### src/rtl/alu_seq_pkg.sv
// Shared types and constants for the ALU issue/writeback stage.
package alu_seq_pkg;

    localparam int unsigned DW   = 8;
    localparam int unsigned NREG = 4;

    typedef enum logic [1:0] {
        OpNop  = 2'b00,
        OpLoad = 2'b01,
        OpAdd  = 2'b10,
        OpSub  = 2'b11
    } op_e;

    typedef struct packed {
        op_e        op;
        logic [1:0] dst;
        logic [1:0] src_a;
        logic [1:0] src_b;
        logic [7:0] imm;
    } instr_t;

    typedef enum logic {
        StIdle = 1'b0,
        StExec = 1'b1
    } state_e;

endpackage

### src/rtl/alu_seq_regfile.sv
// Four-entry operand register file: one write port, all entries read in parallel.
module alu_seq_regfile #(
    parameter int unsigned DW = alu_seq_pkg::DW
) (
    input  logic          clk,
    input  logic          rst_n,
    input  logic          we,
    input  logic [1:0]    waddr,
    input  logic [DW-1:0] wdata,
    output logic [DW-1:0] rdata0,
    output logic [DW-1:0] rdata1,
    output logic [DW-1:0] rdata2,
    output logic [DW-1:0] rdata3
);
    import alu_seq_pkg::*;

    logic [DW-1:0] regs_q [NREG];

    // Register storage with single write port.
    always_ff @(posedge clk or negedge rst_n) begin
        if (!rst_n) begin
            for (int i = 0; i < int'(NREG); i++) begin
                regs_q[i] <= '0;
            end
        end else if (we) begin
            regs_q[waddr] <= wdata;
        end
    end

    assign rdata0 = regs_q[0];
    assign rdata1 = regs_q[1];
    assign rdata2 = regs_q[2];
    assign rdata3 = regs_q[3];

endmodule

### src/rtl/alu_issue_seq.sv
// Issue/writeback stage around the add/subtract datapath: accepts instructions,
// owns the operand registers, holds the opcode during execution and writes the
// result back.
module alu_issue_seq #(
    parameter int unsigned DW          = alu_seq_pkg::DW,
    parameter int unsigned EXEC_CYCLES = 1,
    parameter int unsigned CNT_W       = 16
) (
    input  logic             clk,
    input  logic             rst_n,
    input  logic             instr_valid,
    output logic             instr_ready,
    input  logic [15:0]      instr,
    output logic [DW-1:0]    data0,
    output logic [DW-1:0]    data1,
    output logic [DW-1:0]    data2,
    output logic [DW-1:0]    data3,
    output logic [4:0]       opcode,
    input  logic [DW-1:0]    alu_result,
    input  logic             alu_overflow,
    input  logic             clear_ovf,
    output logic             res_valid,
    output logic [DW-1:0]    res_data,
    output logic             res_ovf,
    output logic             ovf_sticky,
    output logic [CNT_W-1:0] op_count
);
    import alu_seq_pkg::*;

    localparam int unsigned EW = 4;

    instr_t           ins;
    state_e           state_q, state_d;
    logic [EW-1:0]    ecnt_q, ecnt_d;
    logic [1:0]       dst_q, dst_d;
    logic [4:0]       opcode_q, opcode_d;
    logic             res_valid_q, res_valid_d;
    logic [DW-1:0]    res_data_q, res_data_d;
    logic             res_ovf_q, res_ovf_d;
    logic             ovf_sticky_q, ovf_sticky_d;
    logic [CNT_W-1:0] op_count_q, op_count_d;
    logic             cap_ovf;
    logic             rf_we;
    logic [1:0]       rf_waddr;
    logic [DW-1:0]    rf_wdata;

    assign ins = instr_t'(instr);
    // Gate with rst_n so nothing looks acceptable while reset is held.
    assign instr_ready = rst_n && (state_q == StIdle);

    alu_seq_regfile #(
        .DW(DW)
    ) u_regfile (
        .clk   (clk),
        .rst_n (rst_n),
        .we    (rf_we),
        .waddr (rf_waddr),
        .wdata (rf_wdata),
        .rdata0(data0),
        .rdata1(data1),
        .rdata2(data2),
        .rdata3(data3)
    );

    // Next-state: instruction decode in IDLE, countdown and writeback in EXEC.
    always_comb begin
        state_d     = state_q;
        ecnt_d      = ecnt_q;
        dst_d       = dst_q;
        opcode_d    = opcode_q;
        res_valid_d = 1'b0;
        res_data_d  = res_data_q;
        res_ovf_d   = res_ovf_q;
        op_count_d  = op_count_q;
        cap_ovf     = 1'b0;
        rf_we       = 1'b0;
        rf_waddr    = ins.dst;
        rf_wdata    = DW'(ins.imm);
        unique case (state_q)
            StIdle: begin
                if (instr_valid && instr_ready) begin
                    unique case (ins.op)
                        OpNop: ;
                        OpLoad: begin
                            rf_we       = 1'b1;
                            res_valid_d = 1'b1;
                            res_data_d  = DW'(ins.imm);
                            res_ovf_d   = 1'b0;
                        end
                        OpAdd, OpSub: begin
                            opcode_d = {(ins.op == OpSub), ins.src_a, ins.src_b};
                            dst_d    = ins.dst;
                            ecnt_d   = EW'(EXEC_CYCLES - 1);
                            state_d  = StExec;
                        end
                    endcase
                end
            end
            StExec: begin
                if (ecnt_q == '0) begin
                    rf_we       = 1'b1;
                    rf_waddr    = dst_q;
                    rf_wdata    = alu_result;
                    res_valid_d = 1'b1;
                    res_data_d  = alu_result;
                    res_ovf_d   = alu_overflow;
                    cap_ovf     = alu_overflow;
                    op_count_d  = op_count_q + CNT_W'(1);
                    state_d     = StIdle;
                end else begin
                    ecnt_d = ecnt_q - EW'(1);
                end
            end
        endcase
        // A capture in the same cycle as clear_ovf leaves the flag set.
        ovf_sticky_d = (ovf_sticky_q & ~clear_ovf) | cap_ovf;
    end

    // State and status registers.
    always_ff @(posedge clk or negedge rst_n) begin
        if (!rst_n) begin
            state_q      <= StIdle;
            ecnt_q       <= '0;
            dst_q        <= '0;
            opcode_q     <= '0;
            res_valid_q  <= 1'b0;
            res_data_q   <= '0;
            res_ovf_q    <= 1'b0;
            ovf_sticky_q <= 1'b0;
            op_count_q   <= '0;
        end else begin
            state_q      <= state_d;
            ecnt_q       <= ecnt_d;
            dst_q        <= dst_d;
            opcode_q     <= opcode_d;
            res_valid_q  <= res_valid_d;
            res_data_q   <= res_data_d;
            res_ovf_q    <= res_ovf_d;
            ovf_sticky_q <= ovf_sticky_d;
            op_count_q   <= op_count_d;
        end
    end

    assign opcode     = opcode_q;
    assign res_valid  = res_valid_q;
    assign res_data   = res_data_q;
    assign res_ovf    = res_ovf_q;
    assign ovf_sticky = ovf_sticky_q;
    assign op_count   = op_count_q;

endmodule

### config.mk
export PLATFORM = sky130hd
export DESIGN_NAME = alu_issue_seq
export DESIGN_NICKNAME = d
export VERILOG_FILES = /design/src/rtl/alu_seq_pkg.sv /design/src/rtl/alu_seq_regfile.sv /design/src/rtl/alu_issue_seq.sv
export SDC_FILE = /design/constraint.sdc
export NUM_CORES = 1
export LEC_CHECK = 0
export ABC_AREA = 1
export CORE_MARGIN = 8
export CORE_UTILIZATION = 54
export CTS_BUF_LIST = sky130_fd_sc_hd__clkbuf_4
export DETAILED_ROUTE_END_ITERATION = 12
export GPL_ROUTABILITY_DRIVEN = 0
export PLACE_DENSITY_LB_ADDON = 0.2
export SKIP_LAST_GASP = 1
export SLEW_MARGIN = 20
export SYNTH_ARGS = -nofsm -noshare
export SYNTH_HDL_FRONTEND = slang
export SYNTH_SLANG_ARGS = --single-unit
### constraint.sdc
create_clock -name clk -period 2.25 [get_ports clk]
set_input_delay 0.45 -clock clk [delete_from_list [all_inputs] [get_ports clk]]
set_output_delay 0.45 -clock clk [all_outputs]
set_load 0.02 [all_outputs]
After elaboration in Yosys (flattened, before gate mapping)
Index checks and enable logic that the tools add are counted.
{ "word_totals": {"mem_bits_ro": 0, "register_bits": 71, "inputBits": 29, "memories": 0, "mem_bits_rw": 0, "word_cells": 68, "latch_bits": 0} }
{ "op_classes": {"n_bitwise": 5, "n_mux": 29, "n_mul": 0, "n_reduce_logical": 9, "n_div": 0, "n_eq_ne": 8, "magnitude_cmp": 2, "n_shift": 0, "n_addsub": 2} }
{ "ops": {"columns": ["operator", "count"], "rows": [
  ["2-to-1 mux 8 bit", 6],
  ["bitwise mux 32 bit", 1],
  ["adder 16 x 1 -> 16 bit (second input constant)", 1],
  ["demux 8 bit (select 2 bit)", 1],
  ["one-hot mux 8 bit (2 select lines)", 1],
  ["2-to-1 mux 4 bit", 3],
  ["2-to-1 mux 1 bit", 11],
  ["AND reduction 3 bit", 3],
  ["inequality test 2 x 1 -> 1 bit (second input constant)", 4],
  ["one-hot mux 4 bit (2 select lines)", 1],
  ["one-hot mux 1 bit (2 select lines)", 3],
  ["== test 2 bit (second input constant)", 2],
  ["zero test 4 bit", 1],
  ["2-to-1 mux 2 bit", 2],
  ["subtractor 4 x 1 -> 4 bit (second input constant)", 1],
  [">= comparator 3 bit (second input constant)", 1],
  ["logical AND 1 bit", 3],
  ["less-than comparator 3 x 1 -> 1 bit (second input constant)", 1],
  ["inverter 2 -> 3 bit", 1],
  ["== test 2 x 1 -> 1 bit (second input constant)", 1],
  ["inequality test 2 bit (second input constant)", 1],
  ["inverter 1 bit", 2],
  ["AND reduction 2 bit", 1],
  ["OR reduction 2 bit", 1],
  ["other kinds (2)", 2]
]} }

Depth between registers and ports, before layout
Gate-level depths: netlist of run 1.
{ "depth": {"word_depth": 9, "ltp_mapped": 9, "depth_no_buf": 9} }

Cells and area by module
From an unflattened synthesis of run 1, not the netlist that was laid out.
{ "unflattened": {"hier_cells": 396, "area_unflattened_um2": 3469.6} }
{ "by_module_without_submodules": {"columns": ["module", "cells_each", "n_inst", "area_per_inst_um2"], "rows": [
  ["alu_issue_seq", 253, 1, 2033.2],
  ["alu_seq_regfile", 143, 1, 1436.4]
]} }

Least setup slack after synthesis of run 1
No wires, ideal clock.
{ "synth_path": {"kind": "register -> register", "start": "reg ecnt_q[0]", "end": "reg u_regfile.regs_q, in the netlist u_regfile.rdata0[0]", "path_stages_with_launch": 10, "slack_ns": 0.716, "required_ns": 2.133, "n_path_buf": 2, "period_less_slack_ns": 1.534, "arrival_time_ns": 1.417, "path_cell_list": "dfrtp_1 -> inv_1 -> ha_1 -> nand3_4 -> buf_6 -> nand2_4 -> nand2_4 -> buf_6 -> nand3_1 -> nand2_1"} }
{ "synth_via": {"elab_chain_cells": 9} }
{ "synth_rtl": {"columns": ["element", "line", "source"], "rows": [
  ["start, declared", "alu_issue_seq.sv:34", "logic [EW-1:0] ecnt_q, ecnt_d;"],
  ["start signal, assigned", "alu_issue_seq.sv:133", "ecnt_q <= ecnt_d;"],
  ["zero test 4 bit *", "alu_issue_seq.sv:100", "if (ecnt_q == '0) begin"],
  ["2-to-1 mux 2 bit", "alu_issue_seq.sv:100", null],
  ["2-to-1 mux 2 bit", "alu_issue_seq.sv:79", "unique case (state_q)"],
  ["inverter 2 -> 3 bit (implied by the code)", "alu_seq_regfile.sv:26", "regs_q[waddr] <= wdata;"],
  [">= comparator 3 bit (implied by the code) / less-than comparator 3 x 1 -> 1 bit (equally long branches)", "alu_seq_regfile.sv:26", null],
  ["logical AND 1 bit (implied by the code)", "alu_seq_regfile.sv:26", null],
  ["2-to-1 mux 8 bit (implied by the code)", "alu_seq_regfile.sv:26", null],
  ["demux 8 bit (select 2 bit)", "alu_seq_regfile.sv:26", null],
  ["bitwise mux 32 bit", "alu_seq_regfile.sv:26", null],
  ["end signal, assigned by index", "alu_seq_regfile.sv:26", null],
  ["end, declared", "alu_seq_regfile.sv:17", "logic [DW-1:0] regs_q [NREG];"]
]} }
Mark *: on every way between the ends. The rest lies on a longest branch, timed or not.
A chain may end at the register's enable or synchronous reset.

Worst setup path after layout of run 1
{ "layout_path": {"start": "reg op_count_q[2], in the netlist op_count[2]", "end": "out op_count[2]"} }
{ "layout_rtl": {"columns": ["element", "line", "source"], "rows": [
  ["start, declared", "alu_issue_seq.sv:41", "logic [CNT_W-1:0] op_count_q, op_count_d;"],
  ["start signal, assigned", "alu_issue_seq.sv:140", "op_count_q <= op_count_d;"],
  ["end, declared", "alu_issue_seq.sv:26", "output logic [CNT_W-1:0] op_count"]
]} }
No word-level cell between the ends.

==> results of run 1 <==
-- where the power goes --
group          switching [W]  internal (W)  total, W
sequential          0.000363       0.00176   0.00212
clock               0.000483      0.000340  0.000822
combinational        0.00150       0.00116   0.00266
total                0.00235       0.00326   0.00561
-- sequential cells by signal (all words and copies together), names as in the netlist --
name / flops
ecnt_q: 4
u_regfile.rdata3: 8
opcode: 5
ovf_sticky: 1
res_ovf: 1
u_regfile.rdata0: 8
dst_q: 2
op_count: 16
state_q: 1
u_regfile.rdata2: 8
u_regfile.rdata1: 8
res_data: 8
res_valid: 1
-- what timing repair did --
action                                  in CTS  in global routing
hold endpoints to repair                     0                  0
endpoints found under the setup margin       1                  1
resized for setup                            1                  1
hold buffers                                 0                  0
-- cells by family (layout without fill, tap and decap cells) --
kind of cell	count (synthesis)	count (layout)	synth area share, %
buffers and inverters	36	137	5.769
and+or+nand+nor	263	263	35.78
xor gates and xnor gates	10	10	2.556
DFF	71	71	51.84
AOI/OAI and AO/OA	17	17	2.957
adders and majority gates	3	3	1.095
-- Yosys cell counts, drive strengths merged --
cell type    n  area [um^2]
nand3       45        272.8
nor3         2        15.01
xor2         5        43.79
nand3b       1        7.510
a31oi        8        50.05
o22ai        2        12.51
nand2      174        680.7
buf         10        96.35
clkinv       1        5.000
o21ai        7        38.78
inv         23        88.84
nor2        32        193.9
clkbuf       2        7.510
ha           3        37.54
nand4        9        56.30
xnor2        5        43.79
dfrtp       71         1777
-- routing by layer --
layer | vias to the layer above | global-route usage, %
met3 | 19 | 6.220
met2 | 103 | 32.80
met1 | 1455 | 25.28
li1 | 1474 | -
met5 | - | 0
met4 | 0 | 8.579
-- how the worst min path moves through the flow --
stage / startpoint / end / slack (ns) / cells after the start
2_1_floorplan: rst_n / dst_q[0] / 0.15 / 0
3_3_place_gp: opcode[0] / opcode[0] / 0.46 / 2
3_5_place_dp: opcode[3] / opcode[3] / 0.46 / 2
4_1_cts: rst_n / opcode[4] / 0.28 / 2
5_1_grt: rst_n / opcode[4] / 0.31 / 2
6_report: rst_n / opcode[2] / 0.24 / 2
-- metrics by stage --
stage / utilization [%] / hold slack, ns / instances / power [W] / setup slack, ns
floorplan: - / 0.1544 / 400 / 0.003601 / 0.7158
global placement: 70.35 / 0.4637 / 562 / 0.004752 / 0.2887
detailed placement: 70.35 / 0.4640 / 562 / 0.004835 / 0.2519
CTS: 72.63 / 0.2770 / 578 / 0.005654 / 0.003718
global route: 72.67 / 0.3108 / 578 / 0.005960 / 0.1874
finish: 72.67 / 0.2400 / 578 / 0.005610 / 0.2460
-- layout make-up --
cell class	count	area (um^2)
Multi-Input combinational cell	293	1453
Timing Repair Buffer	97	973.4
Clock buffer	9	67.56
Tap cell	77	96.34
Clock inverter	7	73.82
Inverter	24	93.84
Fill cell	499	1705
Sequential cell	71	1778
==> metrics.yaml, run 1 <==
sta:
  post-route-period-util_pct: 89.07
  fin_crit_ns: 2.004
  finalSetupViolCount: 0
  maxClockFrequency_mhz: 499.0
  drv_slew: 0
  rsz0062_at_grt: "false"
  worst_slew_pin_slew_ns: 0.8768
  final.setup.tns_ns: 0
  skew_ns: 0.01277
  slew_headroom_pct: 41.54
  hold_violations: 0
final_layout:
  diodes: 0
  final_common_cell: "nand2_1"
  area_growth_syn_to_layout_pct: 32.35
  drive_gt1_share_pct: 8.583
  final_cell_mix: "nand2_1 (169), clkdlybuf4s50_1 (91), dfrtp_1 (70)"
  fin_area_um2: 4536
  nNetsFinal: 528
setup_path:
  path_depth: 1
  path_max_fanout: 6
  reg2regPathDepth: 7
  cp_slowest_cell: "clkdlybuf4s50_1"
  crit_family: "buffers and inverters"
  crit_path_max_incr_delay_ns: 0.65
  cp.required_ns: 1.80
  end_kind: "primary output"
  cp_cell_sequence: "clkdlybuf4s50_1"
  crit_buf_inv: 1
  crit_path_start_kind: "flop"
  crit_path_end: "op_count[2]"
  r2r_end: "u_regfile.rdata1[2]"
  reg2reg_from: "ecnt_q[0]"
  cp.arrival_ns: 1.55
  startpoint: "op_count[2]"
  r2r_slack_ns: 0.36
  critPathKind: "flop to primary output"
synthesis:
  syn_inst: 400
  syn_nets: 432
  ys_seq_area_share_pct: 51.84
  ys_warn_count: 0
  synth-seq-cells: 71
  syn_area_um2: 3427
  synth.avg_cell_area_um2: 8.568
  synth_cell_types: 30
grt:
  grt_pass1_vias: 2939
  grt_max_degree: 72
  grt_antenna_before_repair: 0
  grt_pass1_wl_mm: 14.50
  grt-ovfl-total: 0
  groute.usage.overall_pct: 20.53
cts:
  cts_setup_buffers: 0
  clock-root-buffer: "clkbuf_4"
  clock_latency_ns: 0.43
  cts_tree: "done"
  cts.reportedPaths.clkPinSlew_ns: 0.13
  cts_buffers: 9
  clockBufferDepth: 2
  htreeDepth: 3
  clkSinkCount: 71
hold_path:
  hold_class: "input port to async pin"
placed_design:
  place_area_um2: 4390
  io_buffers: 93
  dpl.hpwl_mm: 6.637
power_and_ir_drop:
  ir_worst_vdd_mv: 0.7884
  power_leakage_nw: 2.214
  power.density_nw_per_um2: 1237
status:
  status: "complete, no violations"
floorplanning:
  rows: 29
  core_um2: 6241
  die_w_um: 95.67
  die_area_um2: 9152
  fp.dieH_um: 95.67
  pin_count: 94
  initial_core_util_pct: 54.91
detailed_routing:
  dr_total_vias: 3051
  drt_iter0_drc: 185
  met2WireLength_mm: 4.460
  drc: 0
  wl_met3_um: 694
  ant_nets: 0
  viasPerCell: 5.279
  highest_layer: "met4"
  wl_per_cell_um: 15.43
  drt_pass1_iterations: 4
  met1_length_mm: 3.570
  routed_wirelength_mm: 8.920
job:
  drv_cap: 0
(Power assumes the default switching activity.)
==> run 2: changes to the inputs <==
--- a/config.mk
+++ b/config.mk
@@ -11,7 +11,7 @@
 export CTS_BUF_LIST = sky130_fd_sc_hd__clkbuf_4
 export DETAILED_ROUTE_END_ITERATION = 12
 export GPL_ROUTABILITY_DRIVEN = 0
-export PLACE_DENSITY_LB_ADDON = 0.2
+export PLACE_DENSITY = 0.95
 export SKIP_LAST_GASP = 1
 export SLEW_MARGIN = 20
 export SYNTH_ARGS = -nofsm -noshare
==> run 2 against run 1 <==
  * Routed wire length is 5.1% higher
  * Global-route usage is 1.1 points higher
  * Design area hardly changed
  * Sequential share of layout area hardly changed
  * Die area stayed put
  * Final cell count is 0.17% higher
  * Critical path depth is 1 higher
  * Clock skew is 0.015 ns higher
  * Sequential power hardly changed
  * Core utilization is 0.060 points lower
==> metrics.yaml, run 2 (synthesis gave the netlist of run 1 again) <==
grt:
  grt_max_degree: 72  # unchanged
  grt_pass1_wl_mm: 15.29  # +5.5%
  groute.usage.overall_pct: 21.60  # +1.1 points
  grt_pass1_vias: 3147  # +7.1%
  grt-ovfl-total: 0  # unchanged
  grt_antenna_before_repair: 0  # unchanged
cts:
  cts.reportedPaths.clkPinSlew_ns: 0.15  # +0.02 ns
  cts_resized: 1  # unchanged
  cts_setup_buffers: 0  # unchanged
  clock-root-buffer: "clkbuf_4"
  clockBufferDepth: 2  # unchanged
  htreeDepth: 3  # unchanged
  clock_latency_ns: 0.44  # about the same
  cts_buffers: 9  # unchanged
  cts_tree: "done"
  clkSinkCount: 71  # unchanged
  cts.hold.buffers_added: 0  # unchanged
setup_path:
  critPathKind: "flop to primary output"
  crit_path_start_kind: "flop"
  r2r_end: "u_regfile.rdata1[2]"
  cp_slowest_cell: "clkdlybuf4s50_1"
  reg2regPathDepth: 7  # unchanged
  crit_path_max_incr_delay_ns: 0.63  # -0.02 ns
  cp.required_ns: 1.80  # about the same
  cp.arrival_ns: 1.74  # +0.19 ns
  path_max_fanout: 11  # +5
  r2r_slack_ns: 0.28  # -0.08 ns
  crit_buf_inv: 1  # unchanged
  crit_family: "buffers and inverters"
  end_kind: "primary output"
  cp_cell_sequence: "nor2_1, clkdlybuf4s50_1"
  reg2reg_from: "ecnt_q[0]"
final_layout:
  final_common_cell: "nand2_1"
  multiInputGateArea_um2: 1453  # unchanged
  final_cell_mix: "nand2_1 (169), clkdlybuf4s50_1 (92), dfrtp_1 (70)"
  area_growth_syn_to_layout_pct: 32.24  # about the same
  diodes: 0  # unchanged
  n_fill_cell: 445  # -11%
  largest_register_ffs: 16  # unchanged
  seq_area_um2: 1778  # unchanged
  nNetsFinal: 529  # +0.19%
  stdcell_count: 579  # +0.17%
  drive_gt1_share_pct: 8.765  # +0.18 points
placed_design:
  dpl.hpwl_mm: 6.960  # +4.9%
  io_buffers: 93  # unchanged
  dp_slack_ns: 0.2860  # +0.03410 ns
  dp.cells: 563  # +0.18%
sta:
  drv_slew: 0  # unchanged
  hold_violations: 0  # unchanged
  final.setup.tns_ns: 0  # unchanged
  post-route-period-util_pct: 97.40  # +8.3 points
  whs_ns: 0.2543  # +0.01427 ns
  finalSetupViolCount: 0  # unchanged
  rsz0062_at_grt: "false"
  slew_headroom_pct: 41.84  # +0.30 points
  worst_slew_pin_slew_ns: 0.8724  # -0.004455 ns
  fin_crit_ns: 2.192  # +0.1876 ns
  fin_ws_ns: 0.05839  # -0.1876 ns
  skew_ns: 0.02763  # +0.01486 ns
  maxClockFrequency_mhz: 456.3  # -8.6%
detailed_routing:
  ant_nets: 0  # unchanged
  viasPerCell: 5.432  # +2.9%
  wl_per_cell_um: 16.19  # +4.9%
  drt_iter0_drc: 191  # +3.2%
  drt_pass1_iterations: 4  # unchanged
  routed_wirelength_mm: 9.376  # +5.1%
  drc: 0  # unchanged
  dr_total_vias: 3145  # +3.1%
hold_path:
  hold_class: "input port to async pin"
floorplanning:
  initial_core_util_pct: 54.91  # unchanged
  die_w_um: 95.67  # unchanged
  core_um2: 6241  # unchanged
  fp.dieH_um: 95.67  # unchanged
  die_area_um2: 9152  # unchanged
  pin_count: 94  # unchanged
  rows: 29  # unchanged
power_and_ir_drop:
  power.density_nw_per_um2: 1256  # +1.5%
  ir_worst_vdd_mv: 0.9357  # +19%
  power_leakage_nw: 2.201  # -0.61%
job:
  drv_cap: 0  # unchanged
status:
  status: "complete, no violations"
## run 2: worst register-to-register path, delay by kind of cell, from the launching register on
| kind | cells | cell delay, ns |
|---|---|---|
| adder cells (fa/ha/maj) | 1 | 0.33 |
| buffers and inverters | 1 | 0.14 |
| flip-flops | 1 | 0.38 |
| AND/OR/NAND/NOR | 5 | 1.01 |
## run 2: power by group
group / switching [W] / internal (W)
sequential: 0.000373 / 0.00176
combinational: 0.00154 / 0.00116
clock: 0.000509 / 0.000351
total: 0.00242 / 0.00327
## run 2: layout make-up
type / instances / area share [%]
multi-input combinational: 293 / 32.05
timing repair buffer: 98 / 21.26
clock inverter: 7 / 1.767
clock buffer: 9 / 1.491
inverter: 24 / 2.071
tap: 77 / 2.126
sequential: 71 / 39.23
## run 2: how the worst max path moves through the flow
stage / cells past startpoint / slack, ns / startpoint / to
2_1_floorplan: 9 / 0.72 / ecnt_q[0] / u_regfile.rdata0[0]
3_3_place_gp: 7 / 0.41 / instr_valid / u_regfile.rdata2[7]
3_5_place_dp: 6 / 0.29 / instr[14] / u_regfile.rdata1[1]
4_1_cts: 2 / 0.06 / state_q / instr_ready
5_1_grt: 2 / 0.005 / state_q / instr_ready
6_report: 2 / 0.06 / state_q / instr_ready
## run 2: metrics by stage
step / power (W) / area (um^2) / utilization [%]
finish: 0.005691 / 4532 / 72.61
global route: 0.006040 / 4532 / 72.61
CTS: 0.005723 / 4532 / 72.61
detailed placement: 0.004858 / 4383 / 70.23
global placement: 0.004737 / 4383 / 70.23
floorplan: 0.003601 / 3427 / -
## run 2: layer usage
layer	vias up	wire, um	track usage (%)
met1	1497	3640	24.69
met2	143	4770	36.17
met4	0	237	12.04
li1	1483	-	-
met3	22	728	5.512
met5	-	0	0
==> run 3: changes to the inputs <==
--- a/config.mk
+++ b/config.mk
@@ -12,6 +12,7 @@
 export DETAILED_ROUTE_END_ITERATION = 12
 export GPL_ROUTABILITY_DRIVEN = 0
 export PLACE_DENSITY = 0.95
+export REMOVE_ABC_BUFFERS = 1
 export SKIP_LAST_GASP = 1
 export SLEW_MARGIN = 20
 export SYNTH_ARGS = -nofsm -noshare
==> run 3 against run 2 <==
  * Via count down 1.8%
  * Design area down 0.11%
  * Sequential power about the same
  * Clock skew shrank 0.010 ns
  * First-iteration DRC count up 43%
  * Global-route usage hardly changed
  * Maximum frequency increased by 10%
  * Power decreased by 0.77%
  * Final cell count is the same
  * Sequential share of layout area hardly changed
  * Critical path type unchanged
  * Critical endpoint is now op_count[5]
  * Highest routed layer unchanged
==> metrics.yaml, run 3 (synthesis gave the netlist of run 1 again) <==
floorplanning:
  rows: 29  # unchanged
  pin_count: 94  # unchanged
  core_um2: 6241  # unchanged
  die_w_um: 95.67  # unchanged
  initial_core_util_pct: 54.91  # unchanged
  die_area_um2: 9152  # unchanged
  fp.dieH_um: 95.67  # unchanged
final_layout:
  drive_gt1_share_pct: 8.566  # -0.20 points
  largest_register_ffs: 16  # unchanged
  diodes: 0  # unchanged
  final_common_cell: "nand2_1"
  area_growth_syn_to_layout_pct: 32.09
  nNetsFinal: 529  # unchanged
  final_cell_mix: "nand2_1 (169), clkdlybuf4s50_1 (91), dfrtp_1 (70)"
  fin_area_um2: 4527  # -0.11%
sta:
  hold_violations: 0  # unchanged
  rsz0062_at_grt: "false"
  finalSetupViolCount: 0  # unchanged
  drv_slew: 0  # unchanged
  whs_ns: 0.2673  # +0.01304 ns
  final.setup.tns_ns: 0  # unchanged
  skew_ns: 0.01741  # -0.01022 ns
  fin_crit_ns: 1.991  # -0.2005 ns
  post-route-period-util_pct: 88.49  # -8.9 points
  slew_headroom_pct: 41.65  # -0.19 points
  maxClockFrequency_mhz: 502.2  # +10%
  worst_slew_pin_slew_ns: 0.8752  # +0.002838 ns
setup_path:
  critPathKind: "flop to primary output"
  cp.required_ns: 1.80  # about the same
  crit_buf_inv: 1  # unchanged
  crit_family: "buffers and inverters"
  path_max_fanout: 5  # -6
  cp_cell_sequence: "clkdlybuf4s50_1"
  r2r_slack_ns: 0.28  # about the same
  crit_path_start_kind: "flop"
  crit_path_max_incr_delay_ns: 0.65  # +0.02 ns
  cp.arrival_ns: 1.54  # -0.20 ns
  cp_slowest_cell: "clkdlybuf4s50_1"
  end_kind: "primary output"
placed_design:
  io_buffers: 93  # unchanged
  place_area_um2: 4383  # unchanged
  dpl.hpwl_mm: 6.841  # -1.7%
detailed_routing:
  ant_nets: 0  # unchanged
  viasPerCell: 5.335  # -1.8%
  drt_iter0_drc: 274  # +43%
  dr_total_vias: 3089  # -1.8%
  drc: 0  # unchanged
  routed_wirelength_mm: 9.372  # about the same
  drt_pass1_iterations: 5  # +1
  wl_per_cell_um: 16.19  # about the same
cts:
  clkSinkCount: 71  # unchanged
  clock_latency_ns: 0.44  # about the same
  htreeDepth: 3  # unchanged
  cts.reportedPaths.clkPinSlew_ns: 0.13  # -0.02 ns
  clock-root-buffer: "clkbuf_4"
  cts_setup_buffers: 0  # unchanged
  clockBufferDepth: 2  # unchanged
  cts_buffers: 9  # unchanged
  cts_tree: "done"
status:
  status: "complete, no violations"
hold_path:
  hold_class: "input port to async pin"
grt:
  grt_antenna_before_repair: 0  # unchanged
  grt-ovfl-total: 0  # unchanged
  grt_max_degree: 72  # unchanged
  grt_pass1_wl_mm: 15.29  # unchanged
  groute.usage.overall_pct: 21.65  # +0.045 points
  grt_pass1_vias: 3071  # -2.4%
power_and_ir_drop:
  ir_worst_vdd_mv: 0.8133  # -13%
  power_leakage_nw: 2.214  # +0.60%
  power.density_nw_per_um2: 1248  # -0.66%
job:
  drv_cap: 0  # unchanged
[run 3: where the power goes]
part	switching, W	total (W)	internal, W
Clock	0.000494	0.000834	0.000340
Combinational	0.00153	0.00268	0.00115
Sequential	0.000370	0.00213	0.00176
[run 3: stage by stage]
stage,std cells,util (%),setup WS (ns),power [W]
final,579,72.53,0.2589,0.005647
after global routing,579,72.53,0.05327,0.005985
after CTS,579,72.49,0.01466,0.005668
after detailed placement,563,70.23,0.2840,0.004828
after global placement,563,70.23,0.3697,0.004738
after floorplan,388,-,0.2448,0.003513
[run 3: metal layers]
layer | wire, um | vias to the layer above | global-route usage [%] | part of all wire [%]
li1 | - | 1472 | - | -
met1 | 3857 | 1457 | 26.87 | 41
met2 | 4439 | 144 | 34.17 | 47
met3 | 877 | 16 | 6.457 | 9.4
met4 | 197 | 0 | 9.603 | 2.1
met5 | 0 | - | 0 | 0
[run 3: path summary, 6_finish.rpt]
| path | depth (start not counted) | end | start |
|---|---|---|---|
| min reg2reg | 2 | u_regfile.rdata1[6] | u_regfile.rdata1[6] |
| min | 2 | u_regfile.rdata0[2] | rst_n |
| max | 1 | op_count[5] | op_count[5] |
| max reg2reg | 7 | u_regfile.rdata1[2] | ecnt_q[0] |
| min in group clk | 2 | u_regfile.rdata1[6] | u_regfile.rdata1[6] |
| max in group asynchronous | 2 | state_q | rst_n |
[run 3: final cells by class]
type,instances,area [um^2]
Clock buffer,9,67.56
Inverter,24,93.84
Clock inverter,7,72.57
Multi-Input combinational cell,293,1453
Sequential cell,71,1778
Fill cell,462,1714
Tap cell,77,96.34
Timing Repair Buffer,98,965.9
[run 3: repair_timing]
item	in CTS	in global routing
endpoints found under the hold margin	0	0
setup endpoints to repair	1	1
pin swaps	0	0
hold buffers	0	0
gates resized for setup	1	1
